===== src/rtl/lfsr_rr_scheduler.sv =====
// Round-robin scheduler sharing one x^7+x^6+1 LFSR among NREQ requesters.
// Each grant streams a burst of parity-tagged LFSR words over valid/ready.
module lfsr_rr_scheduler #(
  parameter int unsigned NREQ    = 4,
  parameter int unsigned BURST_W = 4
) (
  input  logic                    clk,
  input  logic                    rst,
  input  logic                    seed_wr,
  input  logic [6:0]              seed_data,
  input  logic [NREQ-1:0]         req,
  input  logic [BURST_W-1:0]      burst_len,
  output logic [NREQ-1:0]         gnt,
  output logic                    out_valid,
  input  logic                    out_ready,
  output logic [7:0]              out_data,
  output logic [$clog2(NREQ)-1:0] out_id,
  output logic                    out_last,
  output logic                    busy,
  output logic [6:0]              lfsr_state
);

  localparam int unsigned IdW = $clog2(NREQ);
  localparam int unsigned CntW = BURST_W + 1;

  typedef enum logic {StIdle, StStream} state_e;

  state_e            state_q, state_d;
  logic [6:0]        lfsr_q, lfsr_d;
  logic [IdW-1:0]    rr_ptr_q, rr_ptr_d;
  logic [IdW-1:0]    id_q, id_d;
  logic [CntW-1:0]   count_q, count_d;
  logic [NREQ-1:0]   gnt_q, gnt_d;

  logic              found;
  logic [IdW-1:0]    winner;
  logic [IdW:0]      cand;
  logic [6:0]        lfsr_next;
  logic [IdW-1:0]    rr_after;
  logic              xfer;

  // Search upward from rr_ptr, wrapping modulo NREQ (NREQ need not be a power of two).
  always_comb begin
    found  = 1'b0;
    winner = '0;
    cand   = '0;
    for (int unsigned i = 0; i < NREQ; i++) begin
      cand = {1'b0, rr_ptr_q} + (IdW + 1)'(i);
      if (cand >= (IdW + 1)'(NREQ)) begin
        cand = cand - (IdW + 1)'(NREQ);
      end
      if (!found && req[cand[IdW-1:0]]) begin
        found  = 1'b1;
        winner = cand[IdW-1:0];
      end
    end
  end

  assign lfsr_next = {lfsr_q[5:0], lfsr_q[6] ^ lfsr_q[5]};
  assign rr_after  = (id_q == IdW'(NREQ - 1)) ? '0 : id_q + IdW'(1);

  // A dropped request kills the word in the same cycle, so valid is gated by req.
  assign out_valid  = (state_q == StStream) && req[id_q];
  assign xfer       = out_valid && out_ready;
  assign out_last   = (state_q == StStream) && (count_q == CntW'(1));
  assign busy       = (state_q == StStream);
  assign out_data   = {~(^lfsr_q), lfsr_q};
  assign out_id     = id_q;
  assign gnt        = gnt_q;
  assign lfsr_state = lfsr_q;

  always_comb begin
    state_d  = state_q;
    lfsr_d   = lfsr_q;
    rr_ptr_d = rr_ptr_q;
    id_d     = id_q;
    count_d  = count_q;
    gnt_d    = gnt_q;
    unique case (state_q)
      StIdle: begin
        if (seed_wr) begin
          lfsr_d = (seed_data == 7'h00) ? 7'h01 : seed_data;
        end else if (found) begin
          gnt_d         = '0;
          gnt_d[winner] = 1'b1;
          id_d          = winner;
          count_d       = (burst_len == '0) ? {1'b1, {BURST_W{1'b0}}} : {1'b0, burst_len};
          state_d       = StStream;
        end
      end
      StStream: begin
        if (!req[id_q]) begin
          state_d  = StIdle;
          gnt_d    = '0;
          rr_ptr_d = rr_after;
        end else if (xfer) begin
          lfsr_d  = lfsr_next;
          count_d = count_q - CntW'(1);
          if (count_q == CntW'(1)) begin
            state_d  = StIdle;
            gnt_d    = '0;
            rr_ptr_d = rr_after;
          end
        end
      end
      default: state_d = StIdle;
    endcase
  end

  always_ff @(posedge clk) begin
    if (rst) begin
      state_q  <= StIdle;
      lfsr_q   <= 7'h01;
      rr_ptr_q <= '0;
      id_q     <= '0;
      count_q  <= '0;
      gnt_q    <= '0;
    end else begin
      state_q  <= state_d;
      lfsr_q   <= lfsr_d;
      rr_ptr_q <= rr_ptr_d;
      id_q     <= id_d;
      count_q  <= count_d;
      gnt_q    <= gnt_d;
    end
  end

endmodule


===== config.mk =====
export PLATFORM = sky130hd
export DESIGN_NAME = lfsr_rr_scheduler
export DESIGN_NICKNAME = d
export VERILOG_FILES = /design/src/rtl/lfsr_rr_scheduler.sv
export SDC_FILE = /design/constraint.sdc
export NUM_CORES = 1
export LEC_CHECK = 0
export ABC_CLOCK_PERIOD_IN_PS = 3050
export BUFFER_PORTS_ARGS = -buffer_cell sky130_fd_sc_hd__buf_2
export CORE_AREA = 2 2 57 59
export CTS_BUF_LIST = sky130_fd_sc_hd__clkbuf_8
export CTS_CLUSTER_DIAMETER = 100
export DETAILED_ROUTE_END_ITERATION = 8
export DIE_AREA = 0 0 59 61
export HOLD_SLACK_MARGIN = 0.12
export PLACE_DENSITY = 0.72
export SLEW_MARGIN = 15
export SYNTH_ARGS = -nofsm -noshare
export SYNTH_HDL_FRONTEND = slang
export SYNTH_SLANG_ARGS = --single-unit

===== constraint.sdc =====
create_clock -name clk -period 3.05 [get_ports clk]
set_input_delay 0.61 -clock clk [delete_from_list [all_inputs] [get_ports clk]]
set_output_delay 0.61 -clock clk [all_outputs]
set_load 0.02 [all_outputs]

==> run_results.csv, run 1 <==
group,metric,value,unit
worst_setup_path,endpoint_kind,"output port",
placement,post-dp-hpwl,2.35,mm
grt,grt_use_total,18.4,%
timing,finalCriticalPeriod,2.29,ns
synth,synth-edff-count,0,
clock_tree,clock-root-buffer,"clkbuf_8",
worst_setup_path,start_kind,"input pin",
clock_tree,clk_pin_slew,0.08,ns
synth,avgSynthCellArea,8.93,µm²
route,dr.first_iter.drc_count,63,
die,rows,20,
clock_tree,cts_setup_buffers,0,
clock_tree,clk_latency,0.26,ns
worst_setup_path,slowest_delay,0.55,ns
die,io_pins,43,
route,avgViaCountPerCell,5.75,
synth,synth.top_cell.area_share,32.2,%
timing,fmax,436,MHz
route,detail_route.wl_per_cell,14.4,µm
worst_setup_path,path_max_fanout,7,
clock_tree,hold_buffers,0,
timing,holdWs,0.466,ns
die,initial_core_util,44.2,%
worst_setup_path,slowest_stage,"mux4_2",
cells_and_area,syn_to_final_growth,16.7,%
route,drcViolationCount,0,
clock_tree,clock_path_buffers,2,
route,vias,1219,
die,die_h,61,µm
timing,rsz0062_at_grt,"false",
cells_and_area,antenna_cells,0,
timing,period_share,75.2,%
synth,synth_commonest_cells,"dfxtp_1 (21), nor2_1 (11), a21oi_1 (10)",
min_path,hold_path.class,"register to register",
status,status,"complete, no violations",
clock_tree,htreeDepth,1,
synth,async_flop_share,0,%
grt,grt-ovfl-total,0,
timing,setup_viol,0,
placement,place.gp.congestion,0.887,
synth,yosysMostFrequentCell,"dfxtp_1",
synth,yosysSeqAreaShare,32.2,%
synth,netlist_area,0.00130,mm²
cells_and_area,drive_gt1_share,34.1,%
worst_setup_path,crit_family,"multiplexers",
route,routed_wl,3.06,mm
grt,antenna_found_initial,0,
die,die_area,0.00360,mm²
grt,grt_pass1_vias,1145,
worst_setup_path,cp.required,2.44,ns
synth,yosysWarnings,0,
clock_tree,cts_resized,0,
clock_tree,cts_sinks,21,
synth,syn-num-nets,168,
timing,finalHoldViolCount,0,
synth,yosysTopAreaCell,"dfxtp_1",
power,peakVddDrop,0.289,mV
worst_setup_path,worst_path_most_repeated_cell,"buf_2",
synth,synth-seq-cells,21,
worst_setup_path,arrival,1.68,ns
worst_setup_path,cp_cell_sequence,"buf_2 > mux4_2 > and2_2 > buf_2",
power,leakage,0.640,nW
worst_setup_path,path_buf_inv,2,
route,firstDrtPassIters,4,
synth,netlist_instances,146,
timing,fin_setup_tns,0,ns
flow_run,maxCapViolations,0,
timing,drv_slew,0,
synth,ys.flop_type,"dfxtp_1",
die,die_x,59,µm
clock_tree,cts_buffers,3,
placement,numPortBuffers,42,
route,postRouteAntennaNets,0,
timing,slew_headroom,46.5,%
synth,synthTopCellsByArea,"dfxtp_1 (32%), a211oi_2 (5.8%), mux2i_1 (5.4%), a32o_1 (4.6%), buf_4 (4.0%)",
synth,synth.distinct_cells,42,
clock_tree,cts_tree,"done",
timing,max_slew.worst_pin.slew,0.797,ns
grt,grt_max_degree,19,
power,power_density,498,mW/mm²
grt,grt_first_pass_wirelength,5.02,mm
worst_setup_path,crit_type,"input pin to output port",
die,core,0.00295,mm²
cells_and_area,final_net_count,202,
timing,skew,0.00941,ns
-- per-stage QoR --
stage	cell area [µm²]	utilization, %	power [mW]	setup WS (ns)	std cells
after floorplan	1300	-	0.519	1.01	146
after global placement	1480	50.0	0.574	0.774	208
after detailed placement	1480	50.0	0.581	0.766	208
after CTS	1520	51.5	0.770	0.752	212
after global routing	1520	51.5	0.810	0.680	212
final	1520	51.5	0.758	0.756	212
-- worst paths after layout --
check,startpoint,to,slack (ns),cells after the start
hold / removal,gnt[0]$_SDFFE_PP0P_,gnt[0]$_SDFFE_PP0P_,0.47,1
setup reg to reg,busy$_SDFF_PP0_,count_q[0]$_SDFFE_PP0P_,1.26,5
setup / recovery,req[3],out_valid,0.76,4
hold reg to reg,gnt[0]$_SDFFE_PP0P_,gnt[0]$_SDFFE_PP0P_,0.47,1
-- placed cells by master (no fill, tap or decap), types with 2 or more instances in the layout --
| master | n |
|---|---|
| buf_2 | 42 |
| dfxtp_1 | 21 |
| nor2_1 | 11 |
| a21oi_1 | 10 |
| nand2_1 | 8 |
| mux2i_1 | 7 |
| nor3_1 | 6 |
| a32o_1 | 6 |
| a211oi_2 | 6 |
| inv_1 | 5 |
| xnor2_1 | 5 |
| o22ai_1 | 4 |
| and2_1 | 3 |
| o31ai_1 | 3 |
| ha_1 | 3 |
| clkbuf_8 | 3 |
| and2_2 | 2 |
| xor2_1 | 2 |
| o21a_1 | 2 |
| nand2b_1 | 2 |
| or3_1 | 2 |
| nor4_1 | 2 |
| or4_1 | 2 |
| o21ai_0 | 2 |
| o221ai_1 | 2 |
| nand3_1 | 2 |
-- metal layers --
layer,share of wire (%),vias to the layer above,track usage [%]
li1,-,604,-
met1,43,566,21.1
met2,50,43,33.2
met3,5.8,6,5.76
met4,1.3,0,4.55
met5,0,-,0
-- report_power, final --
group	total, mW	internal [mW]	switching, mW
Combinational	0.250	0.102	0.148
Sequential	0.323	0.297	0.0265
Clock	0.184	0.0911	0.0932
Total	0.758	0.490	0.268
-- layout make-up --
class	instances	area [µm²]
fillers	296	1430
multi-input cells	106	777
flip-flops and latches	21	420
repair buffers	43	218
clock buffers	3	41.3
well taps	33	41.3
inverters	5	18.8
clock inverters	1	5.00
-- cell families (layout without fill, tap and decap cells) --
kind of cell,count (synthesis),after routing,share of synthesized area (%)
muxes,8,8,7.10
AOI/OAI and AO/OA,42,42,26.2
adders and majority gates,3,3,2.88
buffers and inverters,19,52,8.16
xor gates and xnor gates,7,7,4.70
and+or+nand+nor,46,46,18.7
DFF,21,21,32.2
-- sequential cells by signal, indices dropped and copies added, names as in the netlist --
name	cells
busy	1
count_q	5
gnt	4
lfsr_state	7
out_id	2
rr_ptr_q	2
No activity file was read; power rests on OpenSTA's default activity.
==> run 2, diff against run 1 <==
--- a/config.mk
+++ b/config.mk
@@ -5,7 +5,7 @@
 export SDC_FILE = /design/constraint.sdc
 export NUM_CORES = 1
 export LEC_CHECK = 0
-export ABC_CLOCK_PERIOD_IN_PS = 3050
+export ABC_CLOCK_PERIOD_IN_PS = 2100
 export BUFFER_PORTS_ARGS = -buffer_cell sky130_fd_sc_hd__buf_2
 export CORE_AREA = 2 2 57 59
 export CTS_BUF_LIST = sky130_fd_sc_hd__clkbuf_8
@@ -13,7 +13,7 @@
 export DETAILED_ROUTE_END_ITERATION = 8
 export DIE_AREA = 0 0 59 61
 export HOLD_SLACK_MARGIN = 0.12
-export PLACE_DENSITY = 0.72
+export PLACE_DENSITY = 0.75
 export SLEW_MARGIN = 15
 export SYNTH_ARGS = -nofsm -noshare
 export SYNTH_HDL_FRONTEND = slang
==> constraint.sdc (replaced) <==
create_clock -name clk -period 2.1 [get_ports clk]
set_input_delay 0.42 -clock clk [delete_from_list [all_inputs] [get_ports clk]]
set_output_delay 0.42 -clock clk [all_outputs]
set_load 0.02 [all_outputs]
==> run_results.csv, run 2 (synthesis gave the netlist of run 1 again) <==
group,metric,value,unit
grt,grt_pass1_vias,1146,
die,core,0.00295,mm²
timing,period_share,95.9,%
route,drcViolationCount,0,
worst_setup_path,slowest_stage,"mux4_2",
route,vias,1236,
timing,skew,0.00370,ns
flow_run,maxCapViolations,0,
timing,setup_viol,0,
placement,numPortBuffers,42,
grt,grt_max_degree,19,
worst_setup_path,endpoint_kind,"output port",
route,avgViaCountPerCell,5.83,
clock_tree,cts_sinks,21,
die,rows,20,
worst_setup_path,setup.worst_path.start,"out_id[0]$_SDFFE_PP0P_",
clock_tree,clk_pin_slew,0.08,ns
cells_and_area,final_cell_count_no_fill,212,
placement,place.gp.congestion,0.782,
status,status,"complete, no violations",
placement,post-dp-hpwl,2.33,mm
grt,grt_use_total,18.3,%
cells_and_area,drive_gt1_share,34.6,%
timing,rsz0062_at_grt,"false",
timing,fin_setup_tns,0,ns
power,leakage,0.643,nW
timing,fmax,497,MHz
worst_setup_path,path_max_fanout,5,
placement,place_inst,208,
grt,antenna_found_initial,0,
die,die_x,59,µm
cells_and_area,final_core_util,51.7,%
route,postRouteAntennaNets,0,
cells_and_area,final_net_count,202,
timing,drv_slew,0,
worst_setup_path,slowest_delay,0.57,ns
die,die_area,0.00360,mm²
clock_tree,clock_path_buffers,2,
cells_and_area,mostFrequentLayoutCells,"buf_2 (42), dfxtp_1 (20), nor2_1 (11), a21oi_1 (10), nand2_1 (8)",
cells_and_area,syn_to_final_growth,17.0,%
timing,finalCriticalPeriod,2.01,ns
die,die_h,61,µm
timing,max_slew.worst_pin.slew,0.804,ns
worst_setup_path,cp_cell_sequence,"mux4_2 > and2_2 > buf_2",
route,firstDrtPassIters,4,
worst_setup_path,arrival,1.59,ns
clock_tree,htreeDepth,1,
power,peakVddDrop,0.396,mV
route,detail_route.wl_per_cell,14.3,µm
cells_and_area,final_common_cell,"buf_2",
route,routed_wl,3.04,mm
timing,slew_headroom,46.0,%
clock_tree,clk_latency,0.26,ns
power,power_density,721,mW/mm²
min_path,hp-start,"gnt[0]$_SDFFE_PP0P_",
cells_and_area,antenna_cells,0,
worst_setup_path,cp.required,1.68,ns
clock_tree,cts_buffers,3,
die,io_pins,43,
clock_tree,clock-root-buffer,"clkbuf_8",
timing,finalHoldViolCount,0,
clock_tree,cts_tree,"done",
route,dr.first_iter.drc_count,62,
worst_setup_path,timing.rr.start,"busy$_SDFF_PP0_",
die,initial_core_util,44.2,%
min_path,hold_path.class,"register to register",
grt,grt_first_pass_wirelength,4.95,mm
cells_and_area,largest_reg_flops,7,
grt,grt-ovfl-total,0,
worst_setup_path,start_kind,"register",
worst_setup_path,crit_type,"register to output port",
-- run 2: cell counts in the layout (fill, tap and decap cells not counted) --
No cell type changed its count.
-- run 2: final cells by class --
cell class              instances  area [µm²]
clock inverters                 1        5.00
clock buffers                   3        41.3
inverters                       5        18.8
repair buffers                 43         218
well taps                      33        41.3
flip-flops and latches         21         422
fillers                       299        1430
multi-input cells             106         779
-- run 2: what timing repair did --
action                                  4_1_cts  5_1_grt
hold buffers                                  0        0
resized for setup                             0        2
endpoints found under the setup margin        0        2
setup buffers                                 0        0
-- run 2: metrics by stage --
step | hold slack (ns) | power (mW) | setup slack (ns) | cell area (µm²)
2_1_floorplan | 0.457 | 0.753 | 0.252 | 1300
3_3_place_gp | 0.445 | 0.832 | 0.227 | 1480
3_5_place_dp | 0.460 | 0.842 | 0.199 | 1480
4_1_cts | 0.479 | 1.11 | 0.00727 | 1520
5_1_grt | 0.506 | 1.17 | 0.0168 | 1530
6_report | 0.471 | 1.10 | 0.0862 | 1530
-- run 2: power breakdown --
part / switching (mW) / internal [mW]
Sequential: 0.0400 / 0.432
Clock: 0.131 / 0.132
Combinational: 0.215 / 0.150
-- run 2: path summary, 6_finish.rpt --
kind                             end  slack, ns  cells after the start
max                        out_valid       0.09                      3
min reg2reg      gnt[0]$_SDFFE_PP0P_       0.47                      1
max reg2reg  count_q[0]$_SDFFE_PP0P_       0.34                      3
min              gnt[0]$_SDFFE_PP0P_       0.47                      1
-- run 2: worst max-delay path: cells and delay by family (launching register included) --
kind                   cells  cell delay, ns
flip-flops                 1            0.38
multiplexers               1            0.57
AND/OR/NAND/NOR            1            0.23
buffers and inverters      1            0.15
-- run 2: routing by layer --
metal	routed length (µm)	part of all wire, %	global-route usage (%)	vias to the layer above
li1	-	-	-	602
met1	1360	45	22.7	583
met2	1470	48	31.6	46
met3	163	5.4	2.56	5
met4	49	1.6	8.44	0
met5	0	0	0	-
